`config.mk`:
```
export PLATFORM = sky130hd
export DESIGN_NAME = dmem_sbuf
export DESIGN_NICKNAME = d
export VERILOG_FILES = /design/src/rtl/dmem_sbuf_pkg.sv /design/src/rtl/dmem_sbuf_sb_fifo.sv /design/src/rtl/dmem_sbuf.sv
export SDC_FILE = /design/constraint.sdc
export NUM_CORES = 2
export LEC_CHECK = 0
export CAP_MARGIN = 20
export CELL_PAD_IN_SITES_DETAIL_PLACEMENT = 0
export CELL_PAD_IN_SITES_GLOBAL_PLACEMENT = 1
export CORE_MARGIN = 1.5
export CORE_UTILIZATION = 25
export CTS_BUF_LIST = sky130_fd_sc_hd__clkbuf_2
export CTS_CLUSTER_DIAMETER = 100
export CTS_CLUSTER_SIZE = 14
export DETAILED_ROUTE_END_ITERATION = 10
export GPL_ROUTABILITY_DRIVEN = 0
export PLACE_DENSITY = 0.46
export SLEW_MARGIN = 40
export SYNTH_ARGS = -nofsm -noshare
export SYNTH_HDL_FRONTEND = slang
export SYNTH_HIERARCHICAL = 1
export SYNTH_SLANG_ARGS = --single-unit
export TNS_END_PERCENT = 30
```
`constraint.sdc`:
```
create_clock -name clk -period 5.9 [get_ports clk]
set_clock_uncertainty 0.2 [all_clocks]
set_input_delay 0.59 -clock clk [delete_from_list [all_inputs] [get_ports clk]]
set_output_delay 0.59 -clock clk [all_outputs]
set_load 0.1 [all_outputs]
```
`src/rtl/dmem_sbuf_pkg.sv`:
```
// dmem_sbuf_pkg: shared MIPS pipeline constants for the data-memory store buffer
package dmem_sbuf_pkg;
  localparam int SB_DEPTH_DEF = 4;
  localparam int DM_AW_DEF = 6;
  localparam int SB_ENTRY_W = DM_AW_DEF + 32;
endpackage

```
`src/rtl/dmem_sbuf_sb_fifo.sv`:
```
// sb_fifo: store-buffer FIFO with youngest-match forwarding lookup
module sb_fifo
  import dmem_sbuf_pkg::*;
#(
  parameter int DEPTH = SB_DEPTH_DEF,
  parameter int AW = DM_AW_DEF
) (
  input  logic                   clk,
  input  logic                   rst,
  input  logic                   push,
  input  logic                   pop,
  input  logic [AW-1:0]          push_idx,
  input  logic [31:0]            push_data,
  input  logic [AW-1:0]          look_idx,
  output logic [AW-1:0]          head_idx,
  output logic [31:0]            head_data,
  output logic                   hit,
  output logic [31:0]            hit_data,
  output logic [$clog2(DEPTH):0] count
);
  localparam int PW = $clog2(DEPTH);
  logic [PW-1:0] head_q, head_d, tail_q, tail_d, slot;
  logic [PW:0] cnt_q, cnt_d;
  logic [DEPTH-1:0] vld_q, vld_d;
  logic [AW-1:0] idx_q [DEPTH];
  logic [AW-1:0] idx_d [DEPTH];
  logic [31:0] dat_q [DEPTH];
  logic [31:0] dat_d [DEPTH];
  // pop retires the head before push fills the tail, so full push+pop reuses the same slot
  always_comb begin
    head_d = head_q;
    tail_d = tail_q;
    vld_d = vld_q;
    idx_d = idx_q;
    dat_d = dat_q;
    if (pop) begin
      vld_d[head_q] = 1'b0;
      head_d = head_q + 1'b1;
    end
    if (push) begin
      vld_d[tail_q] = 1'b1;
      idx_d[tail_q] = push_idx;
      dat_d[tail_q] = push_data;
      tail_d = tail_q + 1'b1;
    end
    cnt_d = cnt_q + {{PW{1'b0}}, push} - {{PW{1'b0}}, pop};
  end
  // walk oldest to youngest so the last match found is the youngest store
  always_comb begin
    hit = 1'b0;
    hit_data = '0;
    slot = head_q;
    for (int i = 0; i < DEPTH; i++) begin
      slot = head_q + i[PW-1:0];
      hit_data = (vld_q[slot] && idx_q[slot] == look_idx) ? dat_q[slot] : hit_data;
      hit = hit | (vld_q[slot] && idx_q[slot] == look_idx);
    end
  end
  // state register; entry payloads need no reset because valid bits gate them
  always_ff @(posedge clk) begin
    idx_q <= idx_d;
    dat_q <= dat_d;
    if (rst) begin
      head_q <= '0;
      tail_q <= '0;
      cnt_q <= '0;
      vld_q <= '0;
    end else begin
      head_q <= head_d;
      tail_q <= tail_d;
      cnt_q <= cnt_d;
      vld_q <= vld_d;
    end
  end
  assign head_idx = idx_q[head_q];
  assign head_data = dat_q[head_q];
  assign count = cnt_q;
endmodule

```
`src/rtl/dmem_sbuf.sv`:
```
// dmem_sbuf: MEM-stage data RAM fronted by a store buffer that drains on idle or full-store cycles
module dmem_sbuf
  import dmem_sbuf_pkg::*;
#(
  parameter int SB_DEPTH = SB_DEPTH_DEF,
  parameter int DM_AW = DM_AW_DEF
) (
  input  logic                      clk,
  input  logic                      rst,
  input  logic                      we_dm,
  input  logic                      re_dm,
  input  logic [31:0]               addr,
  input  logic [31:0]               wd_dm,
  output logic [31:0]               rd_dm,
  output logic [$clog2(SB_DEPTH):0] sb_count,
  output logic                      sb_empty
);
  logic [31:0] mem_q [2**DM_AW];
  logic [DM_AW-1:0] idx, head_idx;
  logic [31:0] head_data, hit_data;
  logic hit, drain;
  logic unused_addr;
  assign idx = addr[DM_AW+1:2];
  assign unused_addr = ^{addr[31:DM_AW+2], addr[1:0]};
  sb_fifo #(.DEPTH(SB_DEPTH), .AW(DM_AW)) u_fifo (
    .clk(clk),
    .rst(rst),
    .push(we_dm),
    .pop(drain),
    .push_idx(idx),
    .push_data(wd_dm),
    .look_idx(idx),
    .head_idx(head_idx),
    .head_data(head_data),
    .hit(hit),
    .hit_data(hit_data),
    .count(sb_count)
  );
  // drain on idle cycles, or when a store arrives at a full buffer; loads never drain
  always_comb begin
    drain = (sb_count != '0 && !we_dm && !re_dm) || (sb_count == SB_DEPTH[$clog2(SB_DEPTH):0] && we_dm);
    rd_dm = hit ? hit_data : mem_q[idx];
  end
  // single RAM write port, used only by the drain; reset clears every word
  always_ff @(posedge clk) begin
    if (rst) begin
      for (int i = 0; i < 2**DM_AW; i++) mem_q[i] <= '0;
    end else if (drain) begin
      mem_q[head_idx] <= head_data;
    end
  end
  assign sb_empty = (sb_count == '0);
endmodule
```
==> metrics.md <==
| Metric | Value |
|---|---|
| YS warnings | 6 |
| CP max FO | 7 |
| Critical Path Source Type | register |
| Final setup violating endpoints | 32 |
| Area occupied by multi-input gates | 36,300 um2 |
| Global-route wire length before repair | 520,000 um |
| RR Startpoint | u_fifo/head_q[0]$_SDFFE_PP0P_ |
| Drt via density | 4.67 |
| Initial antenna violation count | 39 |
| Synth Area in XOR/XNOR | 0.337% |
| Die width | 648 um |
| DR iter-0 viols | 5,473 |
| EDFF count, synth | 2,200 |
| Commonest non-fill, non-tap cell in the layout | edfxtp_1 |
| Dpl ws | -0.132 ns |
| Placed cells | 12.4k |
| CTS buffer count | 183 |
| Layout cells sized above 1 | 22.2% |
| Register area | 66,300 um2 |
| Area leader, netlist | edfxtp_1 |
| Clock transition at path regs | 0.27 ns |
| Pwr/cell area | 287 nW/um2 |
| Most frequent cells in the layout | edfxtp_1 (2,200), and2_1 (2,073), mux4_2 (413) |
| Syn avg cell area | 14.7 um2 |
| Worst hold path depth | 3 |
| Clock Latency Late Sink | 1.93 ns |
| Fraction of registers with async set/reset | 0% |
| WP data required | 5.11 ns |
| Sequential Power Share | 53.5% |
| WL per Instance | 29.7 um |
| Leak | 40.8 nW |
| GRT Total Usage | 17.8% |
| Seq/Total Area, Yosys | 63.7% |
| Top Ports | 104 |
| Die ar. | 420,000 um2 |
| Max frequency | 146 MHz |
| Std-Cell Rows | 236 |
| P_int | 21.6 mW |
| Die H | 648 um |
| Comb pwr share | 27.6% |
| Setup slack, reg-to-reg | 1.75 ns |
| Final core occ | 28.5% |
| Core box area | 414,000 um2 |
| Cell variety after synth | 59 |
| Prevailing post-synth register cell | edfxtp_1 |
| Synth Area in Adders | 0.140% |
| Syn nets | 7,169 |
| HP Class | input port to register |
| Post-synthesis cell area | 104,000 um2 |
| RSZ-0062 raised after global routing | yes |
| Post-synthesis mux area share | 13.2% |
| Clk Tree Root Cell | clkbuf_2 |
| Filler Cells Inserted | 41.4k |
| H-tree levels | 4 |
| Gr ovfl total | 0 |
| Max-slew headroom | 32.2% |
| Final WS setup | -0.938 ns |
| Hold Vio Cnt, Final | 0 |
| Number of port buffers | 77 |
| Largest buffer count on any clock path | 4 |
| Synth area leaders | edfxtp_1 (64%), and2_1 (13%), mux4_2 (9.6%) |
| CTS Sinks | 2,211 |
| Initial Utilization | 25.1% |
| Post-synthesis simple-gate area fraction | 15.6% |
| Worst r2r path cells | 9 |
| Largest net degree at the start of global routing | 110 |
| Compound-Gate Fraction of Synth Area | 3.97% |
| Worst Setup End Kind | primary output |
| Outcome | finished, violations left |
| DR vias | 59.7k |
| DRC | 0 |
| Mapped Cells | 7,090 |
| Net Sw Frac | 36.1% |
| TritonCTS clock tree | yes |
| Hold endpoint | u_fifo/dat_q[79]$_DFFE_PP_ |
| Measured slew at the worst slew-check pin | 1.02 ns |
| Hold path startpoint | wd_dm[15] |
| Violated checks | negative setup slack |
| Final period utilization | 116% |
| Main combinational cell family by area after synthesis | simple AND/OR/NAND/NOR gates |
| Drt pass-1 iters | 7 |
| CP startpoint | u_fifo/head_q[1]$_SDFFE_PP0P_ |
| Fin cells | 12.8k |
| Reg-to-reg endpoint | mem_q[12][29]$_SDFFCE_PN0P_ |
| DP HPWL | 232,000 um |
| P&R area growth vs syn | 13.4% |
| Routed WL | 380,000 um |
| Max rail drop VDD | 0.244 mV |
| Max-slew violations | 0 |
| ANT nets after route | 0 |
| Minimum clock period after layout | 6.84 ns |
| Max-cap viol count | 0 |
| Clock power share | 18.9% |
| Critical path type | register to primary output |
| Switching pwr | 12.2 mW |
| Vias in the first global route | 60.9k |
| Top cell type's share of synthesized area | 63.5% |
| Yosys reg bits | 2,211 |
| Number of nets in the layout | 7,337 |
| Critical Path AT | 6.05 ns |
==> sequential cells by signal (all words and copies together), names as in the netlist <==
| signal | cells |
|---|---|
| mem_q | 2048 |
| u_fifo/count | 3 |
| u_fifo/dat_q | 128 |
| u_fifo/head_q | 2 |
| u_fifo/idx_q | 24 |
| u_fifo/tail_q | 2 |
| u_fifo/vld_q | 4 |
==> power by group through the flow <==
stage | registers, mW | logic (mW) | clock network [mW]
after floorplan | 18.4 | 4.52 | 0
after global placement | 18.4 | 8.94 | 0
after detailed placement | 18.5 | 9.04 | 0
after CTS | 18.1 | 9.42 | 6.75
after global routing | 18.2 | 9.78 | 7.16
final | 18.1 | 9.34 | 6.40
==> stage by stage <==
step                      total power [mW]  cell area (um2)  TNS [ns]  hold slack, ns
after floorplan                       23.0           104000     -2.62           0.289
after global placement                27.4           113000    -0.386           0.314
after detailed placement              27.5           113000    -0.132           0.328
after CTS                             34.3           117000    -38.23         0.00582
after global routing                  35.1           118000    -36.05           0.132
final                                 33.8           118000    -26.71           0.264
==> cells by family after synthesis <==
kind of cell	count (synthesis)
AND/OR/NAND/NOR	2716
flip-flops	2211
multiplexers	804
buffers and inverters	725
AO/OA/AOI/OAI	583
XOR/XNOR	40
adder cells (fa/ha/maj)	11
==> cell type report <==
class	instances	share of cell area, %
antenna	37	0.0785
clock buffer	190	0.806
inverter	10	0.0361
tap	5474	5.81
multi-input combinational	4156	30.7
timing repair buffer	696	6.14
clock inverter	21	0.190
sequential	2211	56.2
==> what timing repair did <==
item,CTS,global route
pin swaps,58,44
hold endpoints to repair,3965,0
gates resized for setup,153,93
cloned,10,1
setup buffers,39,36
hold buffers,116,0
setup endpoints to repair,32,32
==> cells in the mapped netlist, drive strengths merged, types with 78 or more instances <==
master  count
mux2i     302
a21oi     133
clkbuf    501
nand2     121
buf       214
nor2      209
o21ai      81
a211oi     78
a22oi     129
mux4      445
and2     2079
edfxtp   2200
==> critical path, cell delays in order, from the launching register on <==
cell and delay (ns):
dfxtp_4 0.44, inv_4 0.05, ha_4 0.28, buf_6 0.10, mux4_2 0.52, xnor2_2 0.18
nand4_1 0.16, buf_4 0.14, a21oi_4 0.04, buf_12 0.18, a21oi_4 0.13, nand2_4 0.14
buf_12 0.19, buf_12 0.14, a2111oi_4 0.49, o211ai_1 0.22, nor3_4 0.31, o21ai_4 0.18
buf_12 0.22
==> routing by layer <==
metal / vias up / share of wire, % / GRT usage (%)
li1: 26281 / - / -
met4: 10 / 3.1 / 5.11
met2: 1379 / 49 / 30.3
met1: 31690 / 43 / 23.8
met3: 351 / 4.6 / 2.08
met5: - / 0.017 / 0
==> how the worst max path moves through the flow <==
stage | endpoint | slack [ns] | depth (start not counted)
after detailed placement | rd_dm[19] | -0.13 | 14
after floorplan | rd_dm[18] | -0.13 | 19
after global placement | rd_dm[18] | -0.19 | 12
after global routing | rd_dm[23] | -1.22 | 19
final | rd_dm[19] | -0.94 | 18
after CTS | rd_dm[14] | -1.29 | 18
(Power assumes the default switching activity.)
